===== src/rtl/i2c_pkg.sv =====
// Shared types for the I2C command sequencer: FSM states, queued command
// layout, response error codes and small helpers.
// Optional feature macro: I2C_CMD_SEQ_RETRY_EN (adds the BACKOFF state).
package i2c_pkg;

  // Widest payload a queued command can carry, in bytes.
  localparam int CMD_DATA_BYTES = 8;

  localparam logic [3:0] ERR_NONE   = 4'h0;
  localparam logic [3:0] ERR_BADLEN = 4'hF;

  typedef enum logic [2:0] {
    ST_IDLE    = 3'd0,
    ST_LOAD    = 3'd1,
    ST_START   = 3'd2,
    ST_WAIT    = 3'd3,
`ifdef I2C_CMD_SEQ_RETRY_EN
    ST_BACKOFF = 3'd4,
`endif
    ST_REPORT  = 3'd5
  } state_t;

  typedef struct packed {
    logic [7:0]                  addr;
    logic [CMD_DATA_BYTES*8-1:0] data;
    logic [7:0]                  len;
  } cmd_t;

  // A length is usable when it names at least one byte and fits the payload.
  function automatic logic len_ok(input logic [7:0] len, input logic [7:0] max_len);
    if (len == 8'd0) begin
      return 1'b0;
    end else if (len > max_len) begin
      return 1'b0;
    end else begin
      return 1'b1;
    end
  endfunction

  // Reported retry count saturates at the width of rsp_tries.
  function automatic logic [1:0] sat_tries(input logic [7:0] n);
    if (n > 8'd3) begin
      return 2'd3;
    end else begin
      return n[1:0];
    end
  endfunction

endpackage


===== src/rtl/i2c_cmd_fifo.sv =====
// Command queue for the I2C sequencer: power-of-two depth, wrapping
// pointers, full/empty flags and a registered read port that updates on pop.
module i2c_cmd_fifo #(
  parameter int WIDTH = 80,
  parameter int DEPTH = 4
) (
  input  logic             clk,
  input  logic             rst,
  input  logic             push,
  input  logic             pop,
  input  logic [WIDTH-1:0] wr_data,
  output logic [WIDTH-1:0] rd_data,
  output logic             full,
  output logic             empty
);

  localparam int PW = $clog2(DEPTH);
  localparam int CW = PW + 1;
  localparam logic [CW-1:0] DEPTH_C = CW'(DEPTH);
  localparam logic [PW-1:0] PTR_ONE = PW'(1);
  localparam logic [CW-1:0] CNT_ONE = CW'(1);

  logic [WIDTH-1:0] mem_r [DEPTH];
  logic [PW-1:0]    wr_ptr_r;
  logic [PW-1:0]    rd_ptr_r;
  logic [CW-1:0]    count_r;
  logic             push_ok_s;
  logic             pop_ok_s;

  assign full      = (count_r == DEPTH_C);
  assign empty     = (count_r == {CW{1'b0}});
  assign push_ok_s = push & ~full;
  assign pop_ok_s  = pop & ~empty;

  // Storage array; contents are don't-care until written, so no reset.
  always_ff @(posedge clk) begin
    if (push_ok_s) begin
      mem_r[wr_ptr_r] <= wr_data;
    end else begin
      mem_r[wr_ptr_r] <= mem_r[wr_ptr_r];
    end
  end

  // Pointers wrap naturally at the power-of-two depth; occupancy tracks push/pop.
  always_ff @(posedge clk or negedge rst) begin
    if (!rst) begin
      wr_ptr_r <= {PW{1'b0}};
      rd_ptr_r <= {PW{1'b0}};
      count_r  <= {CW{1'b0}};
      rd_data  <= {WIDTH{1'b0}};
    end else begin
      if (push_ok_s) begin
        wr_ptr_r <= wr_ptr_r + PTR_ONE;
      end
      if (pop_ok_s) begin
        rd_ptr_r <= rd_ptr_r + PTR_ONE;
        rd_data  <= mem_r[rd_ptr_r];
      end
      case ({push_ok_s, pop_ok_s})
        2'b10:   count_r <= count_r + CNT_ONE;
        2'b01:   count_r <= count_r - CNT_ONE;
        default: count_r <= count_r;
      endcase
    end
  end

endmodule


===== src/rtl/i2c_cmd_seq.sv =====
// I2C command sequencer: queues commands, issues them one at a time to an
// I2C master, optionally retries failed transfers after a fixed back-off,
// and returns one response per command.
// Optional feature macro: I2C_CMD_SEQ_RETRY_EN (retry/back-off path).
module i2c_cmd_seq
  import i2c_pkg::*;
#(
  parameter int DATA_WIDTH = 8,
  parameter int FIFO_DEPTH = 4,
  parameter int MAX_RETRY  = 3,
  parameter int BACKOFF    = 16
) (
  input  logic                    clk,
  input  logic                    rst,
  input  logic                    cmd_valid,
  output logic                    cmd_ready,
  input  logic [7:0]              cmd_addr,
  input  logic [DATA_WIDTH*8-1:0] cmd_data,
  input  logic [7:0]              cmd_len,
  output logic                    start_i2c,
  output logic [7:0]              addr,
  output logic [DATA_WIDTH*8-1:0] data_in,
  output logic [7:0]              data_length,
  input  logic                    i2c_done,
  input  logic [3:0]              i2c_error,
  output logic                    rsp_valid,
  input  logic                    rsp_ready,
  output logic [3:0]              rsp_error,
  output logic [1:0]              rsp_tries
);

  localparam int            CMD_W     = $bits(cmd_t);
  localparam logic [7:0]    MAX_LEN_C = 8'(DATA_WIDTH);

  // Parameter sets outside these limits would silently misbehave.
  if (FIFO_DEPTH < 2 || (FIFO_DEPTH & (FIFO_DEPTH - 1)) != 0 || DATA_WIDTH < 1 ||
      DATA_WIDTH > CMD_DATA_BYTES || MAX_RETRY < 0 || MAX_RETRY > 255 || BACKOFF < 1) begin : g_bad_cfg
    $error("i2c_cmd_seq: unsupported parameter set");
  end

  state_t           state_r;
  cmd_t             wr_cmd_s;
  cmd_t             head_s;
  logic [CMD_W-1:0] fifo_rd_s;
  logic             fifo_full_s;
  logic             fifo_empty_s;
  logic             fifo_pop_s;

`ifdef I2C_CMD_SEQ_RETRY_EN
  localparam int         BW            = $clog2(BACKOFF + 1);
  localparam logic [BW-1:0] BO_LAST_C  = BW'(BACKOFF - 1);
  localparam logic [BW-1:0] BO_ONE_C   = BW'(1);
  localparam logic [7:0] RETRY_LIMIT_C = 8'(MAX_RETRY);

  logic [7:0]    retry_cnt_r;
  logic [BW-1:0] backoff_cnt_r;
  logic [1:0]    rsp_tries_r;

  assign rsp_tries = rsp_tries_r;
`else
  assign rsp_tries = 2'b00;
`endif

  assign cmd_ready  = ~fifo_full_s;
  assign fifo_pop_s = (state_r == ST_IDLE) & ~fifo_empty_s;
  assign head_s     = cmd_t'(fifo_rd_s);

  // Pack the incoming command; unused high payload bytes stay zero.
  always_comb begin
    wr_cmd_s = '0;
    wr_cmd_s.addr = cmd_addr;
    wr_cmd_s.data[DATA_WIDTH*8-1:0] = cmd_data;
    wr_cmd_s.len = cmd_len;
  end

  i2c_cmd_fifo #(
    .WIDTH (CMD_W),
    .DEPTH (FIFO_DEPTH)
  ) u_fifo (
    .clk     (clk),
    .rst     (rst),
    .push    (cmd_valid & cmd_ready),
    .pop     (fifo_pop_s),
    .wr_data (wr_cmd_s),
    .rd_data (fifo_rd_s),
    .full    (fifo_full_s),
    .empty   (fifo_empty_s)
  );

  // Sequencer FSM: one transfer in flight, registered master and response outputs.
  always_ff @(posedge clk or negedge rst) begin
    if (!rst) begin
      state_r     <= ST_IDLE;
      start_i2c   <= 1'b0;
      addr        <= 8'h00;
      data_in     <= {(DATA_WIDTH*8){1'b0}};
      data_length <= 8'h00;
      rsp_valid   <= 1'b0;
      rsp_error   <= ERR_NONE;
`ifdef I2C_CMD_SEQ_RETRY_EN
      rsp_tries_r   <= 2'b00;
      retry_cnt_r   <= 8'h00;
      backoff_cnt_r <= {BW{1'b0}};
`endif
    end else begin
      start_i2c <= 1'b0;
      case (state_r)
        ST_IDLE: begin
          if (!fifo_empty_s) begin
            state_r <= ST_LOAD;
          end else begin
            state_r <= ST_IDLE;
          end
        end
        ST_LOAD: begin
          // Master-facing fields hold from here until the response is taken.
          addr        <= head_s.addr;
          data_in     <= head_s.data[DATA_WIDTH*8-1:0];
          data_length <= head_s.len;
`ifdef I2C_CMD_SEQ_RETRY_EN
          retry_cnt_r <= 8'h00;
`endif
          if (len_ok(head_s.len, MAX_LEN_C)) begin
            state_r   <= ST_START;
            start_i2c <= 1'b1;
          end else begin
            state_r   <= ST_REPORT;
            rsp_valid <= 1'b1;
            rsp_error <= ERR_BADLEN;
`ifdef I2C_CMD_SEQ_RETRY_EN
            rsp_tries_r <= 2'b00;
`endif
          end
        end
        ST_START: begin
          state_r <= ST_WAIT;
        end
        ST_WAIT: begin
          if (!i2c_done) begin
            state_r <= ST_WAIT;
          end else if (i2c_error == ERR_NONE) begin
            state_r   <= ST_REPORT;
            rsp_valid <= 1'b1;
            rsp_error <= ERR_NONE;
`ifdef I2C_CMD_SEQ_RETRY_EN
            rsp_tries_r <= sat_tries(retry_cnt_r);
          end else if (retry_cnt_r < RETRY_LIMIT_C) begin
            state_r       <= ST_BACKOFF;
            backoff_cnt_r <= {BW{1'b0}};
`endif
          end else begin
            state_r   <= ST_REPORT;
            rsp_valid <= 1'b1;
            rsp_error <= i2c_error;
`ifdef I2C_CMD_SEQ_RETRY_EN
            rsp_tries_r <= sat_tries(retry_cnt_r);
`endif
          end
        end
`ifdef I2C_CMD_SEQ_RETRY_EN
        ST_BACKOFF: begin
          if (backoff_cnt_r == BO_LAST_C) begin
            state_r     <= ST_START;
            start_i2c   <= 1'b1;
            retry_cnt_r <= retry_cnt_r + 8'd1;
          end else begin
            state_r       <= ST_BACKOFF;
            backoff_cnt_r <= backoff_cnt_r + BO_ONE_C;
          end
        end
`endif
        ST_REPORT: begin
          if (rsp_ready) begin
            state_r   <= ST_IDLE;
            rsp_valid <= 1'b0;
          end else begin
            state_r <= ST_REPORT;
          end
        end
        default: begin
          state_r   <= ST_IDLE;
          rsp_valid <= 1'b0;
        end
      endcase
    end
  end

endmodule


===== config.mk =====
export PLATFORM = sky130hd
export DESIGN_NAME = i2c_cmd_seq
export DESIGN_NICKNAME = d
export VERILOG_FILES = /design/src/rtl/i2c_pkg.sv /design/src/rtl/i2c_cmd_fifo.sv /design/src/rtl/i2c_cmd_seq.sv
export SDC_FILE = /design/constraint.sdc
export NUM_CORES = 1
export LEC_CHECK = 0
export BUFFER_PORTS_ARGS = -buffer_cell sky130_fd_sc_hd__buf_2
export CAP_MARGIN = 20
export CORE_MARGIN = 4
export CORE_UTILIZATION = 59
export CTS_CLUSTER_SIZE = 8
export DETAILED_ROUTE_END_ITERATION = 7
export GPL_TIMING_DRIVEN = 0
export PLACE_DENSITY = 0.84
export SETUP_SLACK_MARGIN = 0.3
export SYNTH_ARGS = -nofsm -noshare
export SYNTH_HDL_FRONTEND = slang
export SYNTH_SLANG_ARGS = --single-unit

===== constraint.sdc =====
create_clock -name clk -period 3.9 [get_ports clk]
set_clock_uncertainty 0.05 [all_clocks]
set_input_delay 1.17 -clock clk [delete_from_list [all_inputs] [get_ports clk]]
set_output_delay 1.17 -clock clk [all_outputs]
set_load 0.005 [all_outputs]

==> flow_metrics.env, run 1 <==
export IMPL_status="finished clean"
export IMPL_dr_pass1_iters=5
export IMPL_worstRegToRegCells=10
export IMPL_final_common_cell="edfxtp_1"
export IMPL_min_path_type="reg -> reg"
export IMPL_grt_pass1_wl_um=55000
export IMPL_multi_input_area_mm2=0.00410
export IMPL_grtUsageMet3_pct=4.84
export IMPL_antenna_found_initial=4
export IMPL_hold_viol=0
export IMPL_min_period_ns=2.85
export IMPL_gr_total_overflow=0
export IMPL_cts_buffers=71
export IMPL_async_flop_share_pct=35.5
export IMPL_yosysSeqAreaShare_pct=76.5
export IMPL_nets=1192
export IMPL_hold_path_depth=1
export IMPL_portBuffers=175
export IMPL_fmax_ghz=0.351
export IMPL_avgRoutedWirePerCell_um=23.0
export IMPL_grt_met1_usage_pct=28.5
export IMPL_hold_ws_ns=0.431
export IMPL_vias_per_cell=5.71
export IMPL_tightest_slew_ns=0.804
export IMPL_power_density_mw_per_mm2=864
export IMPL_synth_edf_count=320
export IMPL_die_height_um=184
export IMPL_cts_root_buffer="clkbuf_16"
export IMPL_tns_ns=0
export IMPL_core_area_mm2=0.0306
export IMPL_peakVddDrop_mv=0.475
export IMPL_relSlewSlack_pct=46.4
export IMPL_netlist_area_mm2=0.0183
export IMPL_synth_ff_type="edfxtp_1"
export IMPL_cts_tree="built"
export IMPL_rr_startpoint="state_r[1]"
export IMPL_dieWidth_um=184
export IMPL_grt_usage_pct=21.5
export IMPL_maxSlewViolCount=0
export IMPL_drive_above_1_share_pct=46.4
export IMPL_dp_hpwl_um=20600
export IMPL_ys_ff_latch=496
export IMPL_avgSynthCellArea_um2=21.7
export IMPL_clock_sinks=496
export IMPL_via_count=8846
export IMPL_syn_inst=843
export IMPL_crit_start="state_r[1]"
export IMPL_ys_types=37
export IMPL_grt_max_degree=105
export IMPL_crit_fanout=10
export IMPL_drt_initial_drc_count=631
export IMPL_rsz0062_at_grt="false"
export IMPL_htreeDepth=3
export IMPL_worstSetupStartpointType="register"
export IMPL_path_clk_slew_ns=0.05
export IMPL_critPathKind="reg -> reg"
export IMPL_arrival_ns=3.26
export IMPL_fillers=1859
export IMPL_ant_nets=0
export IMPL_ctsLongestPathBuffers=3
export IMPL_initial_core_util_pct=59.8
export IMPL_drv_cap=0
export IMPL_areaGrowthSynthToFinish_pct=19.9
export IMPL_clk_latency_ns=0.55
export IMPL_mostFrequentLayoutCells="edfxtp_1, buf_2, dfrtp_1, mux2_2, mux4_2"
export IMPL_post_cts_buffers=0
export IMPL_finalCritPeriodShare_pct=73.1
export IMPL_p_leak_nw=8.22
export IMPL_min_delay_start="u_fifo.count_r[2]"
export IMPL_cts_hold_buf=0
export IMPL_ios=178
export IMPL_ctsResizeCount=0
export IMPL_critPathCaptureType="register"
export IMPL_yosysWarningCount=0
export IMPL_ff_latch_area_mm2=0.0140
export IMPL_grt_pass1_vias=9679
export IMPL_wirelength_um=35700
export IMPL_use_met2_pct=36.1
export IMPL_setup_viol=0
export IMPL_drc=0
export IMPL_gp_congestion=0.708
export IMPL_fp_dieArea_mm2=0.0339
export IMPL_required_ns=4.31
export IMPL_busiest_layer="met2"
export IMPL_core_rowCount=64
kinds of logic (layout without fill, tap and decap cells):
kind of cell,after synthesis,after routing,synth area share [%]
mux,246,246,20.0
other cells,1,3,0.0205
simple gates,30,30,1.06
buf+inv,48,356,1.21
xor+xnor,6,6,0.287
compound gates,10,10,0.403
fa+ha+maj,6,6,0.451
flops,496,496,76.5
state kept, by name (all words and copies together), names as in the netlist:
name / flops
u_fifo.mem_r: 320
u_fifo.rd_data: 80
data_in: 64
addr: 8
data_length: 8
rsp_error: 4
state_r: 3
u_fifo.count_r: 3
u_fifo.rd_ptr_r: 2
u_fifo.wr_ptr_r: 2
rsp_valid: 1
start_i2c: 1
critical path, stage by stage, from the launching register on:
cell	delay, ns
dfrtp_1	0.35
clkbuf_1	0.20
nor4_1	0.29
buf_2	0.36
buf_2	0.37
ha_1	0.24
inv_1	0.07
fa_1	0.43
xor2_1	0.15
nor2_1	0.12
xor2_1	0.15
worst paths after layout:
kind,to,slack (ns)
max,u_fifo.count_r[2],1.05
min,u_fifo.count_r[2],0.43
max reg2reg,u_fifo.count_r[2],1.05
min reg2reg,u_fifo.count_r[2],0.43
max in group asynchronous,data_in[59],2.25
min in group asynchronous,u_fifo.rd_data[57],0.52
synth_stat cells (all sizes together) (3+ instances only):
| cell type | instances | area (µm²) |
|---|---|---|
| clkbuf | 12 | 45.0 |
| mux4 | 80 | 1800 |
| xor2 | 4 | 35.0 |
| dfrtp | 176 | 4400 |
| and3 | 4 | 25.0 |
| nor4 | 3 | 18.8 |
| ha | 5 | 62.6 |
| nand2b | 5 | 31.3 |
| buf | 29 | 150 |
| mux2 | 161 | 1810 |
| nand2 | 5 | 18.8 |
| mux2i | 5 | 50.1 |
| inv | 7 | 26.3 |
| edfxtp | 320 | 9610 |
cell type report:
class                      count  area share, %
buffer                        41          0.889
antenna                        1         0.0114
clock inverter                 5          0.371
tap                          396           2.26
clock buffer                 123           9.18
timing repair buffer         180           4.66
sequential                   496           63.9
multi-input combinational    300           18.7
inverter                       7          0.120
power breakdown:
part | internal, mW | total (mW) | switching (mW)
Sequential | 7.35 | 8.04 | 0.688
Clock | 3.50 | 5.63 | 2.12
Combinational | 2.81 | 5.29 | 2.48
Total | 13.7 | 19.0 | 5.30
metrics by stage:
step / std cells / worst slack, ns / total power, mW / instance area [µm²] / util, %
3_3_place_gp: 1415 / -1.37 / 13.2 / 19700 / 64.3
6_report: 1549 / 1.05 / 19.0 / 21900 / 71.7
2_1_floorplan: 844 / 0.328 / 11.6 / 18300 / -
4_1_cts: 1548 / 1.03 / 19.2 / 21900 / 71.7
3_5_place_dp: 1420 / 1.06 / 13.4 / 19800 / 64.9
5_1_grt: 1548 / 0.843 / 19.9 / 21900 / 71.7
layer usage:
metal | part of all wire, % | vias up | wire, µm
li1 | - | 3871 | -
met1 | 40 | 4628 | 14300
met2 | 52 | 272 | 18400
met3 | 5.9 | 67 | 2120
met4 | 2.1 | 8 | 764
met5 | 0.15 | - | 54
(Power assumes the default switching activity.)
==> run 2, diff against run 1 <==
CORE_UTILIZATION = 53   (was 59)
PLACE_DENSITY = 0.79   (was 0.84)
clock period = 2.5 ns   (was 3.9 ns; I/O delays follow)
==> flow_metrics.env, run 2 (same netlist as run 1, synthesis figures left out) <==
export IMPL_status="finished clean"
export IMPL_gr_total_overflow=0
export IMPL_reg2reg_to="u_fifo.count_r[2]"
export IMPL_peakVddDrop_mv=0.992
export IMPL_setup_viol=0
export IMPL_wirelength_um=36100
export IMPL_p_leak_nw=8.28
export IMPL_ctsLongestPathBuffers=3
export IMPL_rsz0062_at_grt="true"
export IMPL_cts_tree="built"
export IMPL_switching_share_pct=27.8
export IMPL_dieWidth_um=194
export IMPL_arrival_ns=1.48
export IMPL_seqPwrFrac_pct=42.1
export IMPL_required_ns=1.70
export IMPL_cts_buffers=72
export IMPL_areaGrowthSynthToFinish_pct=21.0
export IMPL_grt_pass1_wl_um=56500
export IMPL_avgRoutedWirePerCell_um=22.4
export IMPL_total_power_mw=29.8
export IMPL_regMostFlops="u_fifo.mem_r"
export IMPL_clockPowerShare_pct=29.3
export IMPL_critPathCaptureType="primary output"
export IMPL_gp_congestion=0.733
export IMPL_initial_core_util_pct=54.2
export IMPL_cts_root_buffer="clkbuf_16"
export IMPL_finalCritPeriodShare_pct=91.2
export IMPL_intPower_mw=21.5
export IMPL_drv_cap=0
export IMPL_fp_dieArea_mm2=0.0376
export IMPL_ant_nets=0
export IMPL_min_path_type="in -> async"
export IMPL_final_common_cell="edfxtp_1"
export IMPL_clk_latency_ns=0.56
export IMPL_antenna_found_initial=6
export IMPL_vias_per_cell=5.52
export IMPL_grt_pass1_vias=9692
export IMPL_via_count=8889
export IMPL_rrSetupSlack_ns=0.27
export IMPL_min_period_ns=2.28
export IMPL_dp_worst_setup_slack_ns=-0.0753
export IMPL_nets=1199
export IMPL_core_rowCount=67
export IMPL_p_comb_share_pct=28.6
export IMPL_critPathKind="reg -> out"
export IMPL_switchingPower_mw=8.27
export IMPL_maxSlewViolCount=0
export IMPL_ios=178
export IMPL_clock_sinks=496
export IMPL_relSlewSlack_pct=48.0
export IMPL_cp_endpoint="cmd_ready"
export IMPL_drc=0
export IMPL_dr_pass1_iters=4
export IMPL_crit_fanout=3
export IMPL_tightest_slew_ns=0.780
export IMPL_die_height_um=194
export IMPL_crit_start="u_fifo.count_r[2]"
export IMPL_path_clk_slew_ns=0.05
export IMPL_cts_hold_buf=0
export IMPL_worstRegToRegCells=10
export IMPL_worstSetupStartpointType="register"
export IMPL_rr_startpoint="u_fifo.count_r[2]"
export IMPL_portBuffers=175
export IMPL_grt_usage_pct=19.5
export IMPL_drt_initial_drc_count=482
export IMPL_mostFrequentLayoutCells="edfxtp_1, buf_2, dfrtp_1, mux2_2, mux4_2"
export IMPL_htreeDepth=3
export IMPL_final_util_pct=65.6
export IMPL_finalInstanceArea_mm2=0.0221
export IMPL_dp_hpwl_um=21400
export IMPL_hold_viol=0
export IMPL_power_density_mw_per_mm2=1340
export IMPL_dp_cells=1472
export IMPL_place_area_mm2=0.0200
export IMPL_fmax_ghz=0.439
export IMPL_worst_slack_ns=0.221
export IMPL_fin_cells=1609
export IMPL_grt_max_degree=93
export IMPL_core_area_mm2=0.0338
export IMPL_reg_top3="u_fifo.mem_r: 320 flops, u_fifo.rd_data: 80 flops, data_in: 64 flops"
export IMPL_largest_register_ff_count=320
export IMPL_drive_above_1_share_pct=47.9
[run 2: cell count changes in the layout (fill, tap and decap cells not counted), sizes merged]
cell and change:
clkbuf +16, buf -8, clkinv -1, inv +1
[run 2: metrics by stage]
step / TNS [ns] / hold slack (ns)
5_1_grt: 0 / 0.167
3_5_place_dp: -0.292 / 0.432
2_1_floorplan: 0 / 0.404
3_3_place_gp: -644.80 / 0.426
6_report: 0 / 0.120
4_1_cts: 0 / 0.151
[run 2: power by group through the flow]
| stage | Clock [mW] | Sequential (mW) | Combinational [mW] |
|---|---|---|---|
| floorplan | 0 | 12.4 | 5.76 |
| global placement | 0 | 12.6 | 8.01 |
| CTS | 8.93 | 12.5 | 8.58 |
| detailed placement | 0 | 12.6 | 8.43 |
| global route | 9.35 | 12.8 | 9.27 |
| finish | 8.73 | 12.5 | 8.52 |
[run 2: worst min path at each step]
stage,to,cells past startpoint
floorplan,addr[0],0
global placement,u_fifo.count_r[2],1
detailed placement,u_fifo.count_r[2],1
CTS,data_in[46],1
global route,u_fifo.rd_data[57],1
finish,u_fifo.rd_data[57],1
[run 2: critical path, cell delays in order (launching register included)]
cell and delay, ns:
dfrtp_1 0.39, or3b_4 0.41, buf_6 0.13
[run 2: layer usage]
layer / GRT usage, % / share of wire [%]
met5: 0 / 0.19
met4: 6.51 / 2.4
met3: 5.40 / 5.9
met2: 32.6 / 51
met1: 25.0 / 40
[run 2: cell type report]
class                           count  area [µm²]
Antenna cell                        1        2.50
Buffer                             41         265
Clock buffer                      125        2020
Clock inverter                      5        43.8
Fill cell                        2247       11600
Inverter                            7        26.3
Multi-Input combinational cell    300        4140
Sequential cell                   496       14000
Tap cell                          448         561
Timing Repair Buffer              186        1080
[run 2: what timing repair did]
item,4_1_cts,5_1_grt
pin swaps,1,7
endpoints found under the setup margin,166,205
buffers inserted,4,2
gates resized for setup,5,28
cloned,0,0
